==> config.mk <==
export PLATFORM = sky130hd
export DESIGN_NAME = data_memory_arbiter
export DESIGN_NICKNAME = d
export VERILOG_FILES = /design/src/rtl/data_memory_arbiter_pkg.sv /design/src/rtl/data_memory_arbiter.sv
export SDC_FILE = /design/constraint.sdc
export NUM_CORES = 1
export LEC_CHECK = 0
export ABC_AREA = 0
export BUFFER_PORTS_ARGS = -buffer_cell sky130_fd_sc_hd__buf_4
export CAP_MARGIN = 15
export CORE_MARGIN = 2
export CORE_UTILIZATION = 25
export CTS_CLUSTER_DIAMETER = 200
export DETAILED_ROUTE_END_ITERATION = 10
export PLACE_DENSITY_LB_ADDON = 0.1
export SLEW_MARGIN = 20
export SYNTH_ARGS = -nofsm -noshare
export SYNTH_HDL_FRONTEND = slang
export SYNTH_SLANG_ARGS = --single-unit
==> constraint.sdc <==
create_clock -name clk -period 1.6 [get_ports clk]
set_clock_uncertainty 0.05 [all_clocks]
set_input_delay 0.08 -clock clk [delete_from_list [all_inputs] [get_ports clk]]
set_output_delay 0.08 -clock clk [all_outputs]
set_load 0.1 [all_outputs]
==> src/rtl/data_memory_arbiter_pkg.sv <==
// Shared types for the data memory arbiter: grant encoding and wait counter width.
// Latency: n/a (types and constants only).
// Backpressure: n/a.
package data_memory_arbiter_pkg;

  typedef enum logic [1:0] {
    GNT_NONE = 2'd0,
    GNT_GPP  = 2'd1,
    GNT_CP   = 2'd2
  } grant_t;

  localparam int WAIT_CNT_W = 3;

endpackage

==> src/rtl/data_memory_arbiter.sv <==
// Shares one data memory port between the GPP and CP; fixed GPP priority with a CP starvation guard.
// Latency: req in cycle n -> gnt/transfer in n+1 -> rvalid/rdata in n+2.
// Backpressure: a requester holds req and payload until it sees gnt; transfer = req && gnt.
//
// Ports:
//   clk, rst                 clock, asynchronous active-low reset
//   gpp_req/we/addr/wdata    GPP access request and payload
//   gpp_gnt/rdata/rvalid     GPP grant offer, registered read return
//   cp_*                     same set for the communications processor
//   mem_we/addr/wdata        data memory port, muxed from the granted side
//   mem_rdata                data memory read data (combinational from mem_addr)
module data_memory_arbiter
  import data_memory_arbiter_pkg::*;
#(
  parameter int ADDR_W   = 16,
  parameter int DATA_W   = 16,
  parameter int MAX_WAIT = 4
) (
  input  logic              clk,
  input  logic              rst,
  input  logic              gpp_req,
  input  logic              gpp_we,
  input  logic [ADDR_W-1:0] gpp_addr,
  input  logic [DATA_W-1:0] gpp_wdata,
  output logic              gpp_gnt,
  output logic [DATA_W-1:0] gpp_rdata,
  output logic              gpp_rvalid,
  input  logic              cp_req,
  input  logic              cp_we,
  input  logic [ADDR_W-1:0] cp_addr,
  input  logic [DATA_W-1:0] cp_wdata,
  output logic              cp_gnt,
  output logic [DATA_W-1:0] cp_rdata,
  output logic              cp_rvalid,
  output logic              mem_we,
  output logic [ADDR_W-1:0] mem_addr,
  output logic [DATA_W-1:0] mem_wdata,
  input  logic [DATA_W-1:0] mem_rdata
);

  localparam logic [WAIT_CNT_W-1:0] MAX_WAIT_C = WAIT_CNT_W'(MAX_WAIT);

  grant_t                grant_q, grant_d;
  logic [WAIT_CNT_W-1:0] wait_q, wait_d;
  logic                  gpp_gnt_q, cp_gnt_q;
  logic                  gpp_rvalid_q, cp_rvalid_q;
  logic [DATA_W-1:0]     gpp_rdata_q, cp_rdata_q;
  logic                  cp_wins;
  logic                  gpp_rd_xfer, cp_rd_xfer;

  always_comb begin
    // CP takes the port when GPP is idle, or once it has been denied MAX_WAIT times in a row.
    cp_wins = cp_req && (!gpp_req || (wait_q == MAX_WAIT_C));

    grant_d = GNT_NONE;
    if (cp_wins) begin
      grant_d = GNT_CP;
    end else if (gpp_req) begin
      grant_d = GNT_GPP;
    end

    wait_d = wait_q;
    if (!cp_req || cp_wins) begin
      wait_d = '0;
    end else if (wait_q != MAX_WAIT_C) begin
      wait_d = wait_q + 1'b1;
    end

    gpp_rd_xfer = gpp_gnt_q && gpp_req && !gpp_we;
    cp_rd_xfer  = cp_gnt_q  && cp_req  && !cp_we;
  end

  // Port mux: driven straight from the grant register, so reset forces it to zero at once.
  always_comb begin
    mem_we    = 1'b0;
    mem_addr  = '0;
    mem_wdata = '0;
    if (gpp_gnt_q) begin
      mem_we    = gpp_req && gpp_we;
      mem_addr  = gpp_addr;
      mem_wdata = gpp_wdata;
    end else if (cp_gnt_q) begin
      mem_we    = cp_req && cp_we;
      mem_addr  = cp_addr;
      mem_wdata = cp_wdata;
    end
  end

  always_ff @(posedge clk or negedge rst) begin
    if (!rst) begin
      grant_q      <= GNT_NONE;
      wait_q       <= '0;
      gpp_gnt_q    <= 1'b0;
      cp_gnt_q     <= 1'b0;
      gpp_rvalid_q <= 1'b0;
      cp_rvalid_q  <= 1'b0;
      gpp_rdata_q  <= '0;
      cp_rdata_q   <= '0;
    end else begin
      grant_q      <= grant_d;
      wait_q       <= wait_d;
      gpp_gnt_q    <= (grant_d == GNT_GPP);
      cp_gnt_q     <= (grant_d == GNT_CP);
      gpp_rvalid_q <= gpp_rd_xfer;
      cp_rvalid_q  <= cp_rd_xfer;
      if (gpp_rd_xfer) begin
        gpp_rdata_q <= mem_rdata;
      end
      if (cp_rd_xfer) begin
        cp_rdata_q <= mem_rdata;
      end
    end
  end

  assign gpp_gnt    = gpp_gnt_q;
  assign cp_gnt     = cp_gnt_q;
  assign gpp_rvalid = gpp_rvalid_q;
  assign cp_rvalid  = cp_rvalid_q;
  assign gpp_rdata  = gpp_rdata_q;
  assign cp_rdata   = cp_rdata_q;

endmodule

==> metrics <==
status finished with violations; failing checks setup timing; Final WS setup -96.8 ps; RSZ-0062 raised after global routing yes; Yosys Warn Count 0; Seq/Total Area, Yosys 0.512; met3 wire len 316 µm; I/O pin total 155; Critical Path Source Type flip-flop; Finished Cell Area 4300 µm²; vias in the first global route between 2000 and 2500; register-to-register path setup slack 40 ps; met2 wire len 3.83 mm; wl on met1 2.77 mm; syn avg cell area between 10 and 15 µm²; Iter 0 DRT Violations 45; Min-Delay Path Class in2reg; vias per cell 4.43; Top Layer Used met4; Clock Sinks 39; Max Slew Vio Count 0; share of cells above drive strength 1 0.766; leak pwr roughly 2.2 nW; total grt overflow 0; total power between 5 and 6 mW; initial core utilization 0.260; die height 91.3 µm; Net Count, Synth 224; Core ar. 7330 µm²; endpoints failing setup 30; clock-pin slew on the worst setup and hold paths 80 ps; setup TNS -2220 ps; die width 91.3 µm; largest net degree at the start of global routing 40; Num CTS Buffers 5; vias post-DR between 1500 and 2000; final WL 7.03 mm; post-synthesis register bit count 39; Site Rows 31; DRC Markers 0; post-route minimum period 1700 ps; CP Capture Type output pin; Max-cap violations 0; htree depth 2; Crit path arrival time around 1600 ps; Hold Vio Cnt, Final 0; global placer's final weighted congestion ~0.73; Syn-to-layout area delta 125%; number of diodes 0; Yosys top cell by area dfrtp_1; PD cells around 1200 nW/µm²; Mapped Cells 136; Tightest Pin Transition 504 ps; synth unique cells 22; Total GRT Usage 0.169; Slew HR 0.664; DP Area 3480 µm²; die area between 8000 and 9000 µm²; first-pass GRT wire length about 11 mm; initial antenna violation count 0; Port Buffer Count 154; clock root buffer clkbuf_8; top post-synthesis cells by area dfrtp_1 51%, a22o_1 14%, mux2_4 14%; post-DR wirelength/cell roughly 17 µm; CP Data Required Time 1470 ps; CTS tree done; DP HPWL 4.99 mm; kind of critical path reg2out; CTS max path bufs 2; drt pass-1 iters 3; FMAX 0.589 GHz; nets slightly above 400; CP max FO 6; Synth Cell Area 1910 µm²; Tcrit/Tclk final 1.06; peak supply drop 0.904 mV; Synth top area share 0.512; Post-DRT Antenna Nets 0; Skew-Pair Late Insertion Delay 280 ps
-- stage by stage --
| stage | worst slack (ps) | std cells | hold slack (ps) | util |
|---|---|---|---|---|
| after floorplan | -47.7 | 136 | -266 | - |
| after global placement | 139 | 384 | 40.0 | 0.475 |
| after detailed placement | 124 | 384 | 49.4 | 0.475 |
| after CTS | -108 | 419 | 268 | 0.584 |
| after global routing | -134 | 420 | 282 | 0.586 |
| final | -96.8 | 420 | 263 | 0.586 |
-- cell usage after synthesis (all sizes together) --
master / count
dfrtp: 39
a21boi: 1
nand2b: 1
a31oi: 1
nor2b: 1
ha: 2
clkbuf: 3
inv: 5
nor3b: 1
and4: 1
a22o: 31
o21ai: 2
nand3: 2
or3b: 1
a21oi: 1
nand2: 4
nand3b: 2
buf: 6
mux2: 32
-- worst paths after layout --
check,startpoint,cells past startpoint,endpoint
max,cp_gnt,5,mem_addr[14]
min,gpp_we,3,gpp_rvalid
max reg2reg,cp_gnt,4,cp_rdata[3]
min reg2reg,wait_q[0],1,wait_q[0]
max in group asynchronous,rst,2,cp_gnt
min in group asynchronous,rst,2,gpp_rdata[4]
-- registers in the layout, indices dropped and copies added (netlist names) --
register,count
cp_rdata,16
gpp_rdata,16
cp_gnt,1
wait_q,3
gpp_gnt,1
gpp_rvalid,1
cp_rvalid,1
-- layer usage --
layer | up-vias | track usage
met1 | 906 | 0.203
met3 | 10 | 0.0340
met2 | 64 | 0.305
met4 | 0 | 0.0467
met5 | - | 0
li1 | 880 | -
-- layout by cell type, fill, tap and decap left out, drive strengths merged, types with 4 or more instances in the layout --
cell type      n
buf          167
dfrtp         39
mux2          32
a22o          31
dlygate4sd3   19
inv            5
clkbuf         5
nand2          4
-- timing repair --
item                       CTS  global route
cloned                       3             0
pin swaps                    5             3
gates resized for setup     91             2
hold buffers                19             0
hold endpoints to repair    73             0
setup endpoints to repair   33            33
buffers inserted             5             1
-- kinds of logic (layout without fill, tap and decap cells) --
| kind of cell | Yosys count | after routing | synth area share |
|---|---|---|---|
| buf+inv | 14 | 199 | 0.0394 |
| flops | 39 | 39 | 0.512 |
| fa+ha+maj | 2 | 2 | 0.0131 |
| compound gates | 36 | 36 | 0.157 |
| mux | 32 | 32 | 0.224 |
| simple gates | 13 | 13 | 0.0538 |
-- worst max-delay path, stage by stage (launching register included) --
cell and delay (ps):
dfrtp_4 470, nor2b_4 150, buf_6 130, buf_12 130, a22o_4 230, buf_12 160
-- power breakdown --
group	leakage, nW	internal [mW]	switching [mW]
combinational	1.62	0.897	2.04
clock	0.0581	0.464	0.353
sequential	0.471	1.16	0.0997
total	2.15	2.52	2.50
-- area by class of cell --
cell class / instances / area [µm²]
clock buffers: 5 / 68.8
clock inverters: 3 / 43.8
fillers: 586 / 3040
inverters: 5 / 18.8
multi-input cells: 83 / 1160
flip-flops and latches: 39 / 983
well taps: 99 / 124
repair buffers: 186 / 1900
No activity file was read; power rests on OpenSTA's default activity.
